<file path="config.mk">
export PLATFORM = sky130hd
export DESIGN_NAME = sig_mag_decoder
export DESIGN_NICKNAME = d
export VERILOG_FILES = /design/src/rtl/sig_mag_decoder.sv
export SDC_FILE = /design/constraint.sdc
export NUM_CORES = 1
export LEC_CHECK = 0
export BUFFER_PORTS_ARGS = -buffer_cell sky130_fd_sc_hd__buf_4
export CAP_MARGIN = 10
export CORE_MARGIN = 5
export CORE_UTILIZATION = 33
export CTS_BUF_LIST = sky130_fd_sc_hd__clkbuf_8 sky130_fd_sc_hd__clkbuf_16
export DETAILED_ROUTE_END_ITERATION = 8
export PLACE_DENSITY_LB_ADDON = 0.2
export SYNTH_ARGS = -nofsm -noshare
export SYNTH_HDL_FRONTEND = slang
export SYNTH_SLANG_ARGS = --single-unit
</file>
<file path="constraint.sdc">
create_clock -name clk -period 10.35 [get_ports clk]
set_input_delay 2.07 -clock clk [delete_from_list [all_inputs] [get_ports clk]]
set_output_delay 2.07 -clock clk [all_outputs]
set_load 0.02 [all_outputs]
</file>
<file path="src/rtl/sig_mag_decoder.sv">
// Sign/magnitude stream decoder with windowed sig/mag occupancy statistics.
// Define SIGMAG_THR_LOOP_EN to add the quantizer threshold steering loop.
module sig_mag_decoder #(
`ifdef SIGMAG_THR_LOOP_EN
    parameter int               THR_W    = 14,
    parameter logic [THR_W-1:0] THR_INIT = 14'd512,
`endif
    parameter int OUT_W      = 4,
    parameter int MAG_WEIGHT = 3,
    parameter int CNT_W      = 12
) (
    input  logic                    clk,
    input  logic                    resetn,
    input  logic                    in_valid,
    input  logic                    sig,
    input  logic                    mag,
    input  logic [CNT_W-1:0]        period_len,
`ifdef SIGMAG_THR_LOOP_EN
    input  logic [CNT_W:0]          mag_target,
    input  logic [THR_W-1:0]        thr_step,
    output logic [THR_W-1:0]        thr_out,
`endif
    output logic                    out_valid,
    output logic signed [OUT_W-1:0] out_data,
    output logic                    stat_valid,
    output logic [CNT_W:0]          sig_cnt,
    output logic [CNT_W:0]          mag_cnt
);

    localparam logic [CNT_W:0]          CNT_ONE = {{CNT_W{1'b0}}, 1'b1};
    localparam logic signed [OUT_W-1:0] LVL_HI  = OUT_W'(MAG_WEIGHT);
    localparam logic signed [OUT_W-1:0] LVL_LO  = OUT_W'(1);

    // A programmed length of zero stands for the full 2^CNT_W window.
    function automatic logic [CNT_W:0] decode_len(input logic [CNT_W-1:0] p);
        decode_len = (p == '0) ? {1'b1, {CNT_W{1'b0}}} : {1'b0, p};
    endfunction

    logic                    out_valid_q;
    logic signed [OUT_W-1:0] out_data_q, out_data_d;
    logic                    stat_valid_q;
    logic [CNT_W:0]          sig_cnt_q, sig_cnt_d;
    logic [CNT_W:0]          mag_cnt_q, mag_cnt_d;
    logic [CNT_W:0]          win_cnt_q, win_cnt_d;
    logic [CNT_W:0]          sig_acc_q, sig_acc_d;
    logic [CNT_W:0]          mag_acc_q, mag_acc_d;
    logic [CNT_W:0]          len_q, len_d;
    logic                    arm_q;
    logic [CNT_W:0]          len_eff, sig_sum, mag_sum;
    logic signed [OUT_W-1:0] level;
    logic                    close;

    // arm_q marks the first cycle out of reset, where the window length is
    // taken straight from period_len and loaded into the shadow register.
    always_comb begin
        len_eff    = arm_q ? decode_len(period_len) : len_q;
        close      = in_valid && (win_cnt_q == len_eff - CNT_ONE);
        sig_sum    = sig_acc_q + {{CNT_W{1'b0}}, sig};
        mag_sum    = mag_acc_q + {{CNT_W{1'b0}}, mag};
        level      = mag ? LVL_HI : LVL_LO;
        out_data_d = out_data_q;
        win_cnt_d  = win_cnt_q;
        sig_acc_d  = sig_acc_q;
        mag_acc_d  = mag_acc_q;
        sig_cnt_d  = sig_cnt_q;
        mag_cnt_d  = mag_cnt_q;
        len_d      = (arm_q || close) ? decode_len(period_len) : len_q;
        if (in_valid) begin
            out_data_d = sig ? -level : level;
            if (close) begin
                win_cnt_d = '0;
                sig_acc_d = '0;
                mag_acc_d = '0;
                sig_cnt_d = sig_sum;
                mag_cnt_d = mag_sum;
            end else begin
                win_cnt_d = win_cnt_q + CNT_ONE;
                sig_acc_d = sig_sum;
                mag_acc_d = mag_sum;
            end
        end
    end

    always_ff @(posedge clk or negedge resetn) begin
        if (!resetn) begin
            out_valid_q  <= 1'b0;
            out_data_q   <= '0;
            stat_valid_q <= 1'b0;
            sig_cnt_q    <= '0;
            mag_cnt_q    <= '0;
            win_cnt_q    <= '0;
            sig_acc_q    <= '0;
            mag_acc_q    <= '0;
            len_q        <= '0;
            arm_q        <= 1'b1;
        end else begin
            out_valid_q  <= in_valid;
            out_data_q   <= out_data_d;
            stat_valid_q <= close;
            sig_cnt_q    <= sig_cnt_d;
            mag_cnt_q    <= mag_cnt_d;
            win_cnt_q    <= win_cnt_d;
            sig_acc_q    <= sig_acc_d;
            mag_acc_q    <= mag_acc_d;
            len_q        <= len_d;
            arm_q        <= 1'b0;
        end
    end

    assign out_valid  = out_valid_q;
    assign out_data   = out_data_q;
    assign stat_valid = stat_valid_q;
    assign sig_cnt    = sig_cnt_q;
    assign mag_cnt    = mag_cnt_q;

`ifdef SIGMAG_THR_LOOP_EN
    function automatic logic [THR_W-1:0] thr_adjust(
        input logic [THR_W-1:0] thr,
        input logic [THR_W-1:0] step,
        input logic             up,
        input logic             dn
    );
        logic [THR_W:0] sum;
        sum = {1'b0, thr} + {1'b0, step};
        if (up)
            thr_adjust = sum[THR_W] ? {THR_W{1'b1}} : sum[THR_W-1:0];
        else if (dn)
            thr_adjust = (step > thr) ? '0 : thr - step;
        else
            thr_adjust = thr;
    endfunction

    logic [THR_W-1:0] thr_q, thr_d;

    // Steer on the freshly published window count while the strobe is high.
    always_comb begin
        thr_d = thr_q;
        if (stat_valid_q)
            thr_d = thr_adjust(thr_q, thr_step, mag_cnt_q > mag_target,
                               mag_cnt_q < mag_target);
    end

    always_ff @(posedge clk or negedge resetn) begin
        if (!resetn) thr_q <= THR_INIT;
        else         thr_q <= thr_d;
    end

    assign thr_out = thr_q;
`endif

endmodule

</file>
After elaboration in Yosys (flattened, before gate mapping)
Cells that the tools add are included.
- $add $sub $neg: 5
- multipliers: 0
- div/mod/pow operators: 0
- order comparisons: 0
- equality and inequality tests: 1
- shifts and indexed selects: 0
- mux-type cells: 7
- bitwise operators: 0
- reductions and logical operators: 4
- operators with widths (operator ; number):
    $mux W13 ; 5
    $add A13 B1 Y13 ; 2
    $add A13 B1 Y13 const B ; 1
    $eq A13 B13 Y1 ; 1
    $sub A13 B1 Y13 const B ; 1
    $logic_not A12 Y1 ; 1
    $mux W4 ; 1
    $neg A2 Y4 ; 1
    $mux W2 ; 1
    $reduce_and A2 Y1 ; 1
    $logic_and A1 B1 Y1 ; 1
    $logic_or A1 B1 Y1 ; 1
- register bits after elaboration: 85
- bits in latches: 0
- bits in writable memories: 0
- memory bits (read-only): 0
- bits of input ports: 17
- output and inout port bits: 32
- word-level logic and storage cells: 27
- memories: 0

Longest topological paths before layout
- depth in word-level cells: 7
- gate-level depth with buffers: 14

Least setup slack after synthesis
OpenSTA, ideal clock, no wires.
- path type: in2reg
- start: in period_len[0]
- end: reg len_q[10]
- library setup time: 125 ps
- arrival: 4387 ps
- setup slack: 5839 ps
- cell stages on the path: 10
- path buffers: 1
- cells stage by stage: mux2i_1 > ha_1 > nor4b_1 > a31oi_1 > or4_1 > nand3_1 > nor3_1 > a31oi_2 > buf_6 > mux2_2
- cells in the longest elaborated chain, start to end: 7
- RTL lines (element ; line ; RTL):
    start, declared ; 17 ; input logic [CNT_W-1:0] period_len,
    $logic_not A12 Y1 ; 36 ; decode_len = (p == '0) ? {1'b1, {CNT_W{1'b0}}} : {1'b0, p};
    $mux W13 * ; 36 ;
    $mux W13 ; 56 ; len_eff = arm_q ? decode_len(period_len) : len_q;
    $sub A13 B1 Y13 ; 57 ; close = in_valid && (win_cnt_q == len_eff - CNT_ONE);
    $eq A13 B13 Y1 ; 57 ;
    $logic_and A1 B1 Y1 ; 57 ;
    $logic_or A1 B1 Y1 ; 67 ; len_d = (arm_q || close) ? decode_len(period_len) : len_q;
    end signal, assigned ; 105 ; len_q <= len_d;
    end, declared ; 47 ; logic [CNT_W:0] len_q, len_d;
Mark *: on every way between the ends. The rest lies on a longest branch, timed or not.
A chain may end at the register's enable or synchronous reset.

Worst setup path in the final report
- start: in period_len[0]
- end: reg sig_cnt_q[12], in the netlist sig_cnt[12]
- cells in the longest elaborated chain, start to end: 7
- RTL lines (element ; line ; RTL):
    $logic_not A12 Y1 ; 36 ;
    $mux W13 * ; 36 ;
    $mux W13 * ; 56 ;
    $sub A13 B1 Y13 * ; 57 ;
    $eq A13 B13 Y1 * ; 57 ;
    $logic_and A1 B1 Y1 * ; 57 ;
    $reduce_and A2 Y1 (no source line) * ; - ;
    end signal, assigned ; 100 ; sig_cnt_q <= sig_cnt_d;
    end, declared ; 42 ; logic [CNT_W:0] sig_cnt_q, sig_cnt_d;
Marks and branches as above.

==> results.ini <==
[worst_setup_path]
cp.arrival_ns = 5.04
slowest_delay_ns = 0.48
cp-start-kind = primary input
path_cells = buf_4, mux2i_1, ha_1, nor4b_1, a31oi_1, nor4_2, xnor2_1, xnor2_4, and3_2, buf_4, mux2_2
worst_r2r_path_depth = 10
critical_path.max_fanout = 41
required_ns = 10.58
cp_common_cell = buf_4
worstSetupPathType = primary input to flip-flop
rr_endpoint = sig_cnt[12]
cpMaxStageDelayCell = buf_4
reg2reg_from = arm_q
reg2reg_slack_ns = 6.28
cp-end-kind = flip-flop

[yosys]
synth-edff-count = 0
ys_seq_area_share_pct = 44.7
ys.warnings.count = 0
yosys.area.top_type = dfrtp_1
netlist.area_leader.share_pct = 44.2
synthFlopType = dfrtp_1
async_flop_share_pct = 100
synth.top_cells.by_count = 83 x dfrtp_1, 39 x nor2_1, 28 x nand3_1, 28 x nor3_1, 28 x xor2_1
yosysMostFrequentCell = dfrtp_1
synth_area_leaders = dfrtp_1 44%, mux2_4 6.1%, xor2_1 5.2%
syn_avg_cell_area_um2 = 10.9
syn_area_mm2 = 0.00470
synth_cell_types = 50
synth_cells = 433
yosys_register_bits = 84
synth_nets = 456

[cts]
numClockSinks = 84
cts_hold_buf = 0
cts_made_buffers = 9
cts_root_buf = clkbuf_16
cts_setup_buffers = 0
cts_resized = 0
cts_max_level = 3
clock_latency_ns = 0.34
tritoncts = yes
clk_path_buf_depth = 2
clk_pin_slew_ns = 0.07

[die]
io_pins = 49
core_mm2 = 0.0139
rows = 43
dieArea_mm2 = 0.0167
start_util_pct = 33.7
dieHeight_um = 129
die_w_um = 129

[placed_design]
place_hpwl_um = 6800
portBuffers = 48
globalplace.congestion = 0.752
dp_slack_ns = 5.10

[cells_and_area]
drive_gt1_share_pct = 24.9
num-nets-final = 495
multi_input_area_mm2 = 0.00242
syn2layout_area_growth_pct = 16.1
num_antenna_cells = 0
seq_area_mm2 = 0.00210
n_fill_cell = 1344

[pwr]
peakVddDrop_uv = 60.5
powerDensity_mw_per_mm2 = 161
p_leak_nw = 2.51
p_total_w = 0.000877

[flow_run]
drv_cap = 0

[detailed_routing]
routed_wl_um = 9790
first_pass_iters = 4
drtIter0Drc = 166
drc = 0
drt-vias-per-instance = 4.98
wire_per_inst_um = 14.9
ant_nets = 0
num_vias = 3273

[global_route]
grt_max_degree = 69
grtUsageTotal_pct = 12.6
antenna_found_initial = 0
grt_pass1_vias = 3266
gr-total-overflow = 0
grt_pass1_wl_um = 16700

[timing]
totalNegativeSetupSlack_ns = 0
tightest_slew_ns = 0.863
hold_ws_ns = 0.476
drv_slew = 0
fin_ws_ns = 5.54
period_share_pct = 46.5
setup_viol = 0
maxClockFrequency_mhz = 208
min_period_ns = 4.81
grt_setup_unrepaired = no
report.final.hold_viol_count = 0
slew_headroom_pct = 42.5
fin_worst_skew_ns = 0.00588

[min_path]
hp-class = flip-flop to flip-flop
holdPathEnd = out_data[0]
holdCritStartpoint = out_data[0]
hold_depth = 1

[run_status]
run_status = completed

## power breakdown
group	switching (W)	total (W)	internal, W
Clock	0.000140	0.000361	0.000220
Combinational	0.0000662	0.000125	0.0000591
Sequential	0.0000351	0.000391	0.000356
## critical path: cells and delay by family
family | cells | cell delay, ns
and+or+nand+nor | 3 | 0.83
buffers and inverters | 2 | 0.60
muxes | 2 | 0.63
AOI/OAI and AO/OA | 1 | 0.14
xor gates and xnor gates | 2 | 0.45
adders and majority gates | 1 | 0.29
## cell families (layout without fill, tap and decap cells)
| logic type | after synthesis | in the layout | share of synthesized area, % |
|---|---|---|---|
| mux | 58 | 58 | 14.9 |
| xor+xnor | 53 | 53 | 10.3 |
| fa+ha+maj | 6 | 6 | 1.60 |
| simple gates | 164 | 164 | 18.2 |
| flops | 84 | 84 | 44.7 |
| other cells | 1 | 1 | 0.0798 |
| compound gates | 43 | 43 | 6.31 |
| buf+inv | 24 | 68 | 3.91 |
## registers in the layout (all words and copies together), names as in the netlist
register,cells
len_q,13
mag_acc_q,13
mag_cnt,13
sig_acc_q,13
sig_cnt,13
win_cnt_q,13
out_data,3
arm_q,1
out_valid,1
stat_valid,1
## worst max path at each step
| stage | slack [ns] | end | startpoint | depth (start not counted) |
|---|---|---|---|---|
| 2_1_floorplan | 5.84 | len_q[10] | period_len[0] | 10 |
| 3_3_place_gp | 5.17 | len_q[10] | period_len[0] | 10 |
| 3_5_place_dp | 5.10 | len_q[12] | period_len[0] | 10 |
| 4_1_cts | 5.47 | len_q[12] | period_len[0] | 10 |
| 5_1_grt | 5.30 | sig_cnt[12] | period_len[0] | 11 |
| 6_report | 5.54 | sig_cnt[12] | period_len[0] | 11 |
## layout by cell type (no fill, tap or decap), types with 3 or more instances in the layout
master / instances
a31oi_1: 3
nand4_1: 5
mux2i_1: 18
mux2_2: 21
xnor2_1: 24
nor3b_1: 3
ha_1: 6
nor4_1: 6
dfrtp_1: 83
xor2_1: 28
nor4b_1: 4
nor3_1: 28
nand2_1: 17
o21ai_0: 16
and3_1: 19
nand3_1: 28
o2bb2ai_1: 8
or3_1: 4
mux2_4: 19
a21oi_1: 5
buf_4: 50
nor2_1: 39
clkbuf_16: 9
## layout make-up
| class | instances | share of cell area (%) |
|---|---|---|
| Multi-Input combinational cell | 325 | 44.2 |
| Clock buffer | 10 | 4.38 |
| Clock inverter | 6 | 1.72 |
| Tap cell | 180 | 4.12 |
| Sequential cell | 84 | 38.5 |
| Timing Repair Buffer | 50 | 6.87 |
| Inverter | 2 | 0.137 |
## layer usage
layer / GRT usage [%] / up-vias / wire (um)
met4: 5.50 / 0 / 197
met2: 19.7 / 39 / 4570
met1: 17.0 / 1591 / 4680
met3: 2.51 / 13 / 347
met5: 0 / - / 0
li1: - / 1630 / -
## per-stage QoR
stage	utilization (%)	instances	cell area [um2]
after floorplan	-	433	4700
after global placement	36.8	641	5130
after detailed placement	36.8	641	5130
after CTS	39.2	657	5460
after global routing	39.2	657	5460
final	39.2	657	5460
Note: power is estimated with default switching activity, not from simulation.
